===== src/rtl/writeback_buffered_if.sv =====
// Writeback bus interface.
// Groups the memory-stage -> writeback entry signals, the in-order load
// response strobe, flush, and the register-file write / status outputs.
//   slave  : the writeback block (consumes wb_i_*, drives wb_o_*)
//   master : whatever feeds it (drives wb_i_*, observes wb_o_*)
`ifndef OPCODE_WIDTH
`define OPCODE_WIDTH 7
`endif
`ifndef LOAD
`define LOAD 7'b0000011
`endif
`ifndef SYSTEM
`define SYSTEM 7'b1110011
`endif

interface wb_if #(
  parameter int DWIDTH      = 32,
  parameter int AWIDTH      = 5,
  parameter int FUNCT_WIDTH = 3,
  parameter int DEPTH       = 4
);
  logic                      wb_i_ce;
  logic [`OPCODE_WIDTH-1:0]  wb_i_opcode;
  logic [FUNCT_WIDTH-1:0]    wb_i_funct;
  logic [1:0]                wb_i_addr_lsb;
  logic                      wb_i_we_rd;
  logic [AWIDTH-1:0]         wb_i_rd_addr;
  logic [DWIDTH-1:0]         wb_i_rd_data;
  logic [DWIDTH-1:0]         wb_i_csr;
  logic                      wb_i_load_valid;
  logic [DWIDTH-1:0]         wb_i_data_load;
  logic                      wb_i_flush;
  logic                      wb_o_stall;
  logic [$clog2(DEPTH):0]    wb_o_count;
  logic                      wb_o_we_rd;
  logic [AWIDTH-1:0]         wb_o_rd_addr;
  logic [DWIDTH-1:0]         wb_o_rd_data;
  logic                      wb_o_load_err;

  modport slave (
    input  wb_i_ce, wb_i_opcode, wb_i_funct, wb_i_addr_lsb, wb_i_we_rd,
           wb_i_rd_addr, wb_i_rd_data, wb_i_csr, wb_i_load_valid,
           wb_i_data_load, wb_i_flush,
    output wb_o_stall, wb_o_count, wb_o_we_rd, wb_o_rd_addr, wb_o_rd_data,
           wb_o_load_err
  );

  modport master (
    output wb_i_ce, wb_i_opcode, wb_i_funct, wb_i_addr_lsb, wb_i_we_rd,
           wb_i_rd_addr, wb_i_rd_data, wb_i_csr, wb_i_load_valid,
           wb_i_data_load, wb_i_flush,
    input  wb_o_stall, wb_o_count, wb_o_we_rd, wb_o_rd_addr, wb_o_rd_data,
           wb_o_load_err
  );
endinterface


===== src/rtl/writeback_buffered.sv =====
// Buffered writeback stage.
// Queues up to DEPTH retiring instructions in order, pairs loads with
// in-order load responses held in a separate data FIFO, extracts sub-word
// load data, selects CSR data for SYSTEM ops and issues at most one
// registered register-file write per cycle. Flush drops all queued work and
// arms a discard down-counter that swallows responses of flushed loads.
// Ports:
//   wb_clk      clock, rising edge
//   wb_rst      synchronous active-high reset
//   bus         wb_if.slave (entry, load response, flush, write/status outs)
`ifndef OPCODE_WIDTH
`define OPCODE_WIDTH 7
`endif
`ifndef LOAD
`define LOAD 7'b0000011
`endif
`ifndef SYSTEM
`define SYSTEM 7'b1110011
`endif

module writeback_buffered #(
  parameter int DWIDTH      = 32,
  parameter int AWIDTH      = 5,
  parameter int FUNCT_WIDTH = 3,
  parameter int DEPTH       = 4
) (
  input  logic wb_clk,
  input  logic wb_rst,
  wb_if.slave  bus
);
  localparam int PW     = $clog2(DEPTH);
  localparam int CW     = PW + 1;
  // Room for several back-to-back flushes' worth of outstanding responses.
  localparam int DISC_W = CW + 3;
  localparam logic [CW-1:0] FULL = CW'(DEPTH);

  // instruction queue storage
  logic                   e_load_q  [DEPTH];
  logic                   e_sys_q   [DEPTH];
  logic [FUNCT_WIDTH-1:0] e_funct_q [DEPTH];
  logic [1:0]             e_lsb_q   [DEPTH];
  logic                   e_we_q    [DEPTH];
  logic [AWIDTH-1:0]      e_rd_q    [DEPTH];
  logic [DWIDTH-1:0]      e_data_q  [DEPTH];
  logic [DWIDTH-1:0]      e_csr_q   [DEPTH];
  // load-data FIFO storage
  logic [DWIDTH-1:0]      lf_mem_q  [DEPTH];

  logic [PW-1:0]     q_wr_q, q_wr_d, q_rd_q, q_rd_d;
  logic [CW-1:0]     q_cnt_q, q_cnt_d;
  logic [PW-1:0]     lf_wr_q, lf_wr_d, lf_rd_q, lf_rd_d;
  logic [CW-1:0]     lf_cnt_q, lf_cnt_d;
  logic [CW-1:0]     loads_q, loads_d;
  logic [DISC_W-1:0] disc_q, disc_d;
  logic              err_q, err_d;
  logic              we_q, we_d;
  logic [AWIDTH-1:0] addr_q, addr_d;
  logic [DWIDTH-1:0] data_q, data_d;

  logic              stall, flush, lv;
  logic              is_load_in, is_sys_in;
  logic              enq, retire, head_load, pop_lf;
  logic              resp_push, resp_drop, resp_bad, flush_consume;
  logic [CW-1:0]     unans;
  logic [DISC_W:0]   disc_sum;
  logic [DWIDTH-1:0] head_val;

  function automatic logic [DWIDTH-1:0] extract(
    input logic [DWIDTH-1:0]      word,
    input logic [FUNCT_WIDTH-1:0] funct,
    input logic [1:0]             lsb
  );
    logic [7:0]  b;
    logic [15:0] h;
    b = word[{lsb, 3'b000} +: 8];
    h = word[{lsb[1], 4'b0000} +: 16];
    case (funct)
      3'b000:  extract = {{(DWIDTH-8){b[7]}}, b};
      3'b001:  extract = {{(DWIDTH-16){h[15]}}, h};
      3'b100:  extract = {{(DWIDTH-8){1'b0}}, b};
      3'b101:  extract = {{(DWIDTH-16){1'b0}}, h};
      default: extract = word;
    endcase
  endfunction

  always_comb begin
    stall      = (q_cnt_q == FULL);
    flush      = bus.wb_i_flush;
    lv         = bus.wb_i_load_valid;
    is_load_in = (bus.wb_i_opcode == `LOAD);
    is_sys_in  = (bus.wb_i_opcode == `SYSTEM);
    unans      = loads_q - lf_cnt_q;

    // Full is judged on the registered count: no same-cycle slot reuse.
    enq       = bus.wb_i_ce & ~stall & ~flush;
    head_load = e_load_q[q_rd_q];
    // A response arriving this cycle is not visible to the head until next.
    retire    = ~flush & (q_cnt_q != '0) & (~head_load | (lf_cnt_q != '0));
    pop_lf    = retire & head_load;

    resp_bad      = lv & (unans == '0) & (disc_q == '0);
    resp_push     = lv & ~flush & (unans != '0) & (disc_q == '0);
    resp_drop     = lv & ~flush & (disc_q != '0);
    flush_consume = lv & flush & ~resp_bad;

    head_val = e_sys_q[q_rd_q] ? e_csr_q[q_rd_q] : e_data_q[q_rd_q];
    if (head_load)
      head_val = extract(lf_mem_q[lf_rd_q], e_funct_q[q_rd_q], e_lsb_q[q_rd_q]);
  end

  always_comb begin
    q_wr_d   = q_wr_q;
    q_rd_d   = q_rd_q;
    q_cnt_d  = q_cnt_q;
    lf_wr_d  = lf_wr_q;
    lf_rd_d  = lf_rd_q;
    lf_cnt_d = lf_cnt_q;
    loads_d  = loads_q;
    disc_d   = disc_q;
    err_d    = err_q | resp_bad;
    we_d     = 1'b0;
    addr_d   = addr_q;
    data_d   = data_q;
    disc_sum = '0;

    if (flush) begin
      q_wr_d   = '0;
      q_rd_d   = '0;
      q_cnt_d  = '0;
      lf_wr_d  = '0;
      lf_rd_d  = '0;
      lf_cnt_d = '0;
      loads_d  = '0;
      // Every unanswered load still owes a response; discard them all.
      disc_sum = {1'b0, disc_q} + (DISC_W+1)'(unans)
               - (DISC_W+1)'(flush_consume);
      disc_d   = disc_sum[DISC_W] ? '1 : disc_sum[DISC_W-1:0];
    end else begin
      if (enq) q_wr_d = q_wr_q + 1'b1;
      if (retire) q_rd_d = q_rd_q + 1'b1;
      q_cnt_d = q_cnt_q + CW'(enq) - CW'(retire);

      if (resp_push) lf_wr_d = lf_wr_q + 1'b1;
      if (pop_lf) lf_rd_d = lf_rd_q + 1'b1;
      lf_cnt_d = lf_cnt_q + CW'(resp_push) - CW'(pop_lf);

      loads_d = loads_q + CW'(enq & is_load_in) - CW'(pop_lf);

      if (resp_drop) disc_d = disc_q - 1'b1;

      if (retire) begin
        we_d   = e_we_q[q_rd_q] & (e_rd_q[q_rd_q] != '0);
        addr_d = e_rd_q[q_rd_q];
        data_d = head_val;
      end
    end
  end

  always_ff @(posedge wb_clk) begin
    if (wb_rst) begin
      q_wr_q   <= '0;
      q_rd_q   <= '0;
      q_cnt_q  <= '0;
      lf_wr_q  <= '0;
      lf_rd_q  <= '0;
      lf_cnt_q <= '0;
      loads_q  <= '0;
      disc_q   <= '0;
      err_q    <= 1'b0;
      we_q     <= 1'b0;
      addr_q   <= '0;
      data_q   <= '0;
    end else begin
      q_wr_q   <= q_wr_d;
      q_rd_q   <= q_rd_d;
      q_cnt_q  <= q_cnt_d;
      lf_wr_q  <= lf_wr_d;
      lf_rd_q  <= lf_rd_d;
      lf_cnt_q <= lf_cnt_d;
      loads_q  <= loads_d;
      disc_q   <= disc_d;
      err_q    <= err_d;
      we_q     <= we_d;
      addr_q   <= addr_d;
      data_q   <= data_d;
    end
  end

  // Storage arrays carry no reset; occupancy is tracked by the counters.
  always_ff @(posedge wb_clk) begin
    if (!wb_rst && enq) begin
      e_load_q[q_wr_q]  <= is_load_in;
      e_sys_q[q_wr_q]   <= is_sys_in;
      e_funct_q[q_wr_q] <= bus.wb_i_funct;
      e_lsb_q[q_wr_q]   <= bus.wb_i_addr_lsb;
      e_we_q[q_wr_q]    <= bus.wb_i_we_rd;
      e_rd_q[q_wr_q]    <= bus.wb_i_rd_addr;
      e_data_q[q_wr_q]  <= bus.wb_i_rd_data;
      e_csr_q[q_wr_q]   <= bus.wb_i_csr;
    end
    if (!wb_rst && resp_push)
      lf_mem_q[lf_wr_q] <= bus.wb_i_data_load;
  end

  assign bus.wb_o_stall    = stall;
  assign bus.wb_o_count    = q_cnt_q;
  assign bus.wb_o_we_rd    = we_q;
  assign bus.wb_o_rd_addr  = addr_q;
  assign bus.wb_o_rd_data  = data_q;
  assign bus.wb_o_load_err = err_q;

endmodule


===== src/flat_wrapper.sv =====
// flat-port wrapper written by rule: the top's interface ports become plain ports
module writeback_buffered_flat 
#(
  parameter int DWIDTH      = 32,
  parameter int AWIDTH      = 5,
  parameter int FUNCT_WIDTH = 3,
  parameter int DEPTH       = 4
)
  (wb_clk, wb_rst, bus_wb_i_ce, bus_wb_i_opcode, bus_wb_i_funct, bus_wb_i_addr_lsb, bus_wb_i_we_rd, bus_wb_i_rd_addr, bus_wb_i_rd_data, bus_wb_i_csr, bus_wb_i_load_valid, bus_wb_i_data_load, bus_wb_i_flush, bus_wb_o_stall, bus_wb_o_count, bus_wb_o_we_rd, bus_wb_o_rd_addr, bus_wb_o_rd_data, bus_wb_o_load_err);
  wb_if #(.DWIDTH(DWIDTH), .AWIDTH(AWIDTH), .FUNCT_WIDTH(FUNCT_WIDTH), .DEPTH(DEPTH)) bus_i ();
  input  logic wb_clk;
  input  logic wb_rst;
  input wire logic [$bits(bus_i.wb_i_ce)-1:0] bus_wb_i_ce;
  input wire logic [$bits(bus_i.wb_i_opcode)-1:0] bus_wb_i_opcode;
  input wire logic [$bits(bus_i.wb_i_funct)-1:0] bus_wb_i_funct;
  input wire logic [$bits(bus_i.wb_i_addr_lsb)-1:0] bus_wb_i_addr_lsb;
  input wire logic [$bits(bus_i.wb_i_we_rd)-1:0] bus_wb_i_we_rd;
  input wire logic [$bits(bus_i.wb_i_rd_addr)-1:0] bus_wb_i_rd_addr;
  input wire logic [$bits(bus_i.wb_i_rd_data)-1:0] bus_wb_i_rd_data;
  input wire logic [$bits(bus_i.wb_i_csr)-1:0] bus_wb_i_csr;
  input wire logic [$bits(bus_i.wb_i_load_valid)-1:0] bus_wb_i_load_valid;
  input wire logic [$bits(bus_i.wb_i_data_load)-1:0] bus_wb_i_data_load;
  input wire logic [$bits(bus_i.wb_i_flush)-1:0] bus_wb_i_flush;
  output wire logic [$bits(bus_i.wb_o_stall)-1:0] bus_wb_o_stall;
  output wire logic [$bits(bus_i.wb_o_count)-1:0] bus_wb_o_count;
  output wire logic [$bits(bus_i.wb_o_we_rd)-1:0] bus_wb_o_we_rd;
  output wire logic [$bits(bus_i.wb_o_rd_addr)-1:0] bus_wb_o_rd_addr;
  output wire logic [$bits(bus_i.wb_o_rd_data)-1:0] bus_wb_o_rd_data;
  output wire logic [$bits(bus_i.wb_o_load_err)-1:0] bus_wb_o_load_err;
  assign bus_i.wb_i_ce = bus_wb_i_ce;
  assign bus_i.wb_i_opcode = bus_wb_i_opcode;
  assign bus_i.wb_i_funct = bus_wb_i_funct;
  assign bus_i.wb_i_addr_lsb = bus_wb_i_addr_lsb;
  assign bus_i.wb_i_we_rd = bus_wb_i_we_rd;
  assign bus_i.wb_i_rd_addr = bus_wb_i_rd_addr;
  assign bus_i.wb_i_rd_data = bus_wb_i_rd_data;
  assign bus_i.wb_i_csr = bus_wb_i_csr;
  assign bus_i.wb_i_load_valid = bus_wb_i_load_valid;
  assign bus_i.wb_i_data_load = bus_wb_i_data_load;
  assign bus_i.wb_i_flush = bus_wb_i_flush;
  assign bus_wb_o_stall = bus_i.wb_o_stall;
  assign bus_wb_o_count = bus_i.wb_o_count;
  assign bus_wb_o_we_rd = bus_i.wb_o_we_rd;
  assign bus_wb_o_rd_addr = bus_i.wb_o_rd_addr;
  assign bus_wb_o_rd_data = bus_i.wb_o_rd_data;
  assign bus_wb_o_load_err = bus_i.wb_o_load_err;
  writeback_buffered #(.DWIDTH(DWIDTH), .AWIDTH(AWIDTH), .FUNCT_WIDTH(FUNCT_WIDTH), .DEPTH(DEPTH)) u_core (.wb_clk(wb_clk), .wb_rst(wb_rst), .bus(bus_i));
endmodule

===== config.mk =====
export PLATFORM = sky130hd
export DESIGN_NAME = writeback_buffered_flat
export DESIGN_NICKNAME = d
export VERILOG_FILES = /design/src/rtl/writeback_buffered_if.sv /design/src/rtl/writeback_buffered.sv /design/src/flat_wrapper.sv
export SDC_FILE = /design/constraint.sdc
export NUM_CORES = 1
export LEC_CHECK = 0
export ABC_AREA = 1
export CORE_MARGIN = 4
export CORE_UTILIZATION = 50
export DETAILED_ROUTE_END_ITERATION = 8
export HOLD_SLACK_MARGIN = 0.08
export PLACE_DENSITY = 0.7
export SLEW_MARGIN = 25
export SYNTH_ARGS = -nofsm -noshare
export SYNTH_HDL_FRONTEND = slang
export SYNTH_SLANG_ARGS = --single-unit

===== constraint.sdc =====
create_clock -name wb_clk -period 7.1 [get_ports wb_clk]
set_input_delay 1.42 -clock wb_clk [delete_from_list [all_inputs] [get_ports wb_clk]]
set_output_delay 1.42 -clock wb_clk [all_outputs]
set_load 0.01 [all_outputs]

# ---- After elaboration in Yosys (flattened, before gate mapping)
# Memory sizes are Yosys's and may differ from the RTL's. A register that Yosys moved wholly into a read port is not among the register bits.
# Index checks and enable logic that the tools add are counted.
dict set report op_classes {
  bitwise_logic 22
  n_reduce_logical 15
  n_shift 2
  add_sub_neg 14
  n_mux 28
  n_eq_ne 6
}
# cell n
set op_table {}
lappend op_table {{$pmux W32 S4} 1}
lappend op_table {{$mux W32} 2}
lappend op_table {{$mux W2} 18}
lappend op_table {{$shiftx A32 B6 Y16} 1}
lappend op_table {{$shiftx A32 B6 Y8} 1}
lappend op_table {{$mux W6} 3}
lappend op_table {{$and A1 B1 Y1} 15}
lappend op_table {{$eq A3 B3 Y1 const B} 3}
lappend op_table {{$reduce_bool A3 Y1} 3}
lappend op_table {{$sub A3 B1 Y3} 3}
lappend op_table {{$add A2 B1 Y2 const B} 4}
lappend op_table {{$add A6 B3 Y7} 1}
lappend op_table {{$eq A7 B2 Y1 const B} 1}
lappend op_table {{$eq A7 B7 Y1 const B} 1}
lappend op_table {{$sub A7 B1 Y7} 1}
lappend op_table {{$add A3 B1 Y3} 2}
lappend op_table {{$logic_not A3 Y1} 2}
lappend op_table {{$logic_not A6 Y1} 1}
lappend op_table {{$reduce_bool A6 Y1} 1}
lappend op_table {{$sub A6 B1 Y6 const B} 1}
lappend op_table {{$not A1 Y1} 5}
lappend op_table {{$reduce_bool A5 Y1} 1}
lappend op_table {{$mux W1} 4}
lappend op_table {{$add A3 B3 Y3} 1}
lappend op_table {{9 further kinds} 11}
dict set report word_totals {
  ramBits 436
  output_inout_bits 43
  wordCells 108
  mem_count 9
  reg_bits 62
}
# memory words word_bits read_ports rd_clocked_by_memory_dff write_ports line
set mem_list {}
lappend mem_list {u_core.e_csr_q 4 32 1 1 1 writeback_buffered.sv:45} ;# logic [DWIDTH-1:0] e_csr_q [DEPTH];
lappend mem_list {u_core.e_data_q 4 32 1 1 1 writeback_buffered.sv:44} ;# logic [DWIDTH-1:0] e_data_q [DEPTH];
lappend mem_list {u_core.lf_mem_q 4 32 1 1 1 writeback_buffered.sv:47} ;# logic [DWIDTH-1:0] lf_mem_q [DEPTH];
lappend mem_list {u_core.e_rd_q 4 5 1 1 1 writeback_buffered.sv:43} ;# logic [AWIDTH-1:0] e_rd_q [DEPTH];
lappend mem_list {u_core.e_funct_q 4 3 1 1 1 writeback_buffered.sv:40} ;# logic [FUNCT_WIDTH-1:0] e_funct_q [DEPTH];
lappend mem_list {u_core.e_lsb_q 4 2 1 1 1 writeback_buffered.sv:41} ;# logic [1:0] e_lsb_q [DEPTH];
lappend mem_list {{+3 memories} n/a n/a n/a n/a n/a n/a}

# ---- Longest topological paths before layout
dict set report logic_depth {
  ltp_word 9
  depth_mapped 21
  mapped_depth_nobuf 21
}

# ---- Worst setup path before layout
# No wires, ideal clock.
dict set report synth_timing {
  kind {in2reg}
  from {input port bus_wb_i_flush}
  to {memory u_core.e_csr_q[0][0], enable pin}
  t_arrival_ps 5125
  path_buffers 1
  path_stages 4
  required_time_ps 6587
  setup_time_ps 513
  setup_slack_ps 1463
  cell_sequence {clkbuf_1 -> nor2_1 -> nand2_1 -> nor2_1}
}
dict set report synth_via {
  elab_chain_len 5
}
# item line
set synth_lines {}
lappend synth_lines {{start: declaration} flat_wrapper.sv:23} ;# input wire logic [$bits(bus_i.wb_i_flush)-1:0] bus_wb_i_flush;
lappend synth_lines {{$not A1 Y1} writeback_buffered.sv:95} ;# enq = bus.wb_i_ce & ~stall & ~flush;
lappend synth_lines {{$and A1 B1 Y1} writeback_buffered.sv:95}
lappend synth_lines {{named net u_core.enq} writeback_buffered.sv:62} ;# logic enq, retire, head_load, pop_lf;
lappend synth_lines {{$logic_and A1 B1 Y1} writeback_buffered.sv:191} ;# if (!wb_rst && enq) begin
lappend synth_lines {{$mux W1} writeback_buffered.sv:191}
lappend synth_lines {{$mux W1 (implied by the code)} writeback_buffered.sv:199} ;# e_csr_q[q_wr_q] <= bus.wb_i_csr;
lappend synth_lines {{end: declaration} writeback_buffered.sv:45}
# The timed path passes the listed nets, and every way through them passes these cells.

==> summary.md <==
| Metric | Value |
|---|---|
| Pwr per Cell Area | 259 nW/um2 |
| Core ar. | 41100 um2 |
| Hold Path Sink | u_core.bus.wb_o_load_err |
| Combinational Power Share | 7.4% |
| Worst-Margin Slew | 0.996 ns |
| Area after DPL | 22900 um2 |
| Die ar. | 45200 um2 |
| R2R setup slack | 2.63 ns |
| Reg clk slew, reported paths | 0.06 ns |
| CTS tree | built |
| GRT overflow | 0 |
| Final Hold Viols | 0 |
| Max Freq | 224 MHz |
| Via count | 14300 |
| CP Max Fanout | 68 |
| Delay-heaviest family, CP | buffers and inverters |
| Antenna viol nets, final | 0 |
| Synth cell types | 40 |
| Util after Layout | 59.7% |
| Drc violations | 0 |
| Worst skew pair latency | 0.60 ns |
| CP Class | reg2reg |
| Int Pwr | 4.98 mW |
| Sw power | 1.39 mW |
| Most frequent cells in the layout | 436 x edfxtp_1, 361 x nand2_1, 249 x nor2_1 |
| Lkg Pwr | 8.82 nW |
| Slew HR | 33.6% |
| Worst R2R End | u_core.bus.wb_o_count[2] |
| Pre-antenna DRT Iters | 6 |
| Mean Syn Cell Area | 11.2 um2 |
| Worst Reg-to-Reg Cells | 16 |
| Final Total Pwr | 6.37 mW |
| Worst Setup Slack, final | 2.63 ns |
| Arrival time at the worst endpoint | 4.98 ns |
| Layout cell share with drive strength beyond 1 | 6.83% |
| DRT Wirelength | 49800 um |
| Clock group share of total power | 41.3% |
| Hold Path Stages | 2 |
| Commonest non-fill, non-tap cell in the layout | edfxtp_1 |
| Slowest-stage cell, CP | buf_4 |
| CP max stage delay | 0.65 ns |
| WP data required | 7.61 ns |
| Fin Clk Skew | 0.0214 ns |
| Post-Layout Cell Count | 2582 |
| Worst hold slack | 0.450 ns |
| Gr usage total | 21.6% |
| Iteration-0 DRC count of the detailed router | 1448 |
| Hold buffer count at cts | 0 |
| Final slew viol count | 0 |
| Clk sinks | 502 |
| Max Buffers Root-to-Sink | 3 |
| IO Port Bufs | 161 |
| Max cap viols | 0 |
| First-pass GRT wire length | 76000 um |
| Period utilisation layout | 62.9% |
| Yosys reg bits | 502 |
| Number of buffers created by CTS | 51 |
| Synthesized cell area | 20900 um2 |
| RSZ-0062 raised after global routing | false |
| Setup crit start kind | flop |
| Synth warn | 0 |
| Largest net degree at the start of global routing | 93 |
| Vias per cell | 5.55 |
| Area Growth Syn to Fin | 17.2% |
| Worst path bufs/invs | 7 |
| Finished Cell Area | 24600 um2 |
| Post-synth top flop | edfxtp_1 |
| Flop pwr share | 51.3% |
| Number of flops mapped to enable cells by yosys | 436 |
| Pre-CTS setup slack | 2.27 ns |
| Crit. End Element | flop |
| Sequential-to-total area share from yosys stat | 68.8% |
| Switch share | 21.8% |
| Min cycle time layout | 4.47 ns |
| Die Span X | 213 um |
| Antenna Cells | 0 |
| Fin nets | 2159 |
| PostCTS Resize Cnt | 0 |
| Initial antenna violation count | 0 |
| Hpwl dp | 30900 um |
| DR WL/cell | 19.3 um |
| Initial core utilization | 51.0% |
| Die H | 213 um |
| Placed cells | 2487 |
| Critical Path, Cell by Cell | buf_4 > inv_2 > nand3_2 > nand2_4 > inv_2 > nand2_2 > nand2_4 > inv_2 > ha_1 > inv_1 > ha_1 > inv_1 > fa_1 > xor2_1 > inv_1 > nor2_1 |
| I/O Pins | 162 |
| VDD IR-drop max | 0.200 mV |
| Clock root buffer | clkbuf_16 |
| Worst Hold Class | reg2reg |
| Post-Syn Nets | 2027 |
| Post-synth ARST share | 0% |
| Fillers | 3278 |
| Num rows | 74 |
| CTS H-Tree Depth | 2 |
| HP Start | u_core.bus.wb_o_load_err |
| Post-CTS Setup Inserts | 0 |
| Setup TNS | 0 ns |
| Endpoints failing setup | 0 |
| GPL Wtd Cong | 0.858 |
| Status | complete, no violations |
| Post-Syn Instances | 1876 |
| Vias in the first global route | 13700 |
## synthesized netlist by cell type, types with 11 or more instances
cell	n	area, um2
a21oi_1	93	465
a21oi_2	11	96.3
a31oi_1	17	106
buf_1	11	41.3
buf_2	35	175
buf_4	12	90.1
clkbuf_1	34	128
dfxtp_1	66	1320
edfxtp_1	436	13100
ha_1	27	338
inv_1	78	293
nand2_1	361	1360
nand3_1	163	816
nor2_1	257	965
o21ai_0	176	881
o22ai_1	28	175
## cells by family after synthesis
logic type	share of synthesized area [%]
buffers and inverters	4.08
adder cells (fa/ha/maj)	2.09
AND/OR/NAND/NOR	15.7
XOR/XNOR	0.502
flip-flops	68.8
AO/OA/AOI/OAI	8.84
## worst max-delay path by stage
stage                              start                  endpoint  depth (start not counted)
after floorplan           bus_wb_i_flush      u_core.e_csr_q[0][0]                          4
after global placement    bus_wb_i_flush  u_core.bus.wb_o_count[2]                         12
after detailed placement          wb_rst     u_core.e_csr_q[0][23]                          6
after CTS                           flop  u_core.bus.wb_o_count[2]                         16
after global routing                flop  u_core.bus.wb_o_count[2]                         16
final                               flop  u_core.bus.wb_o_count[2]                         16
## flip-flops by register name, summed over array words and instances, names as in the netlist, 6 cells and up, named ones only
signal and count:
u_core.e_funct_q 12, u_core.disc_q 6, u_core.lf_mem_q 128, u_core.e_rd_q 20
u_core.bus.wb_o_rd_data 32, u_core.e_lsb_q 8, u_core.e_data_q 128, u_core.e_csr_q 128
## per-layer routing
metal / global-route usage, % / up-vias / share of wire [%]
met2: 35.4 / 487 / 48
met5: 0 / - / 0
met1: 30.0 / 6922 / 42
met3: 3.39 / 99 / 6.5
met4: 7.26 / 0 / 2.9
li1: - / 6812 / -
## power by group through the flow
stage                     sequential (mW)  combinational, mW  clock, mW
after detailed placement             3.33              0.468          0
after CTS                            3.27              0.472       2.67
after global routing                 3.27              0.540       2.80
after floorplan                      3.33              0.282          0
final                                3.27              0.471       2.63
after global placement               3.33              0.459          0
## worst min-delay path, cell delays in order (launching register included)
cell     delay [ns]
dfxtp_1        0.30
inv_1          0.05
a21oi_1        0.05
## layout make-up
| type | instances | area, um2 | share of cell area (%) |
|---|---|---|---|
| clock buffers | 75 | 1460 | 5.95 |
| clock inverters | 20 | 199 | 0.810 |
| inverters | 88 | 334 | 1.36 |
| multi-input cells | 1185 | 5720 | 23.3 |
| flip-flops and latches | 502 | 14400 | 58.7 |
| well taps | 532 | 666 | 2.71 |
| repair buffers | 180 | 1760 | 7.16 |
Note: power is estimated with default switching activity, not from simulation.
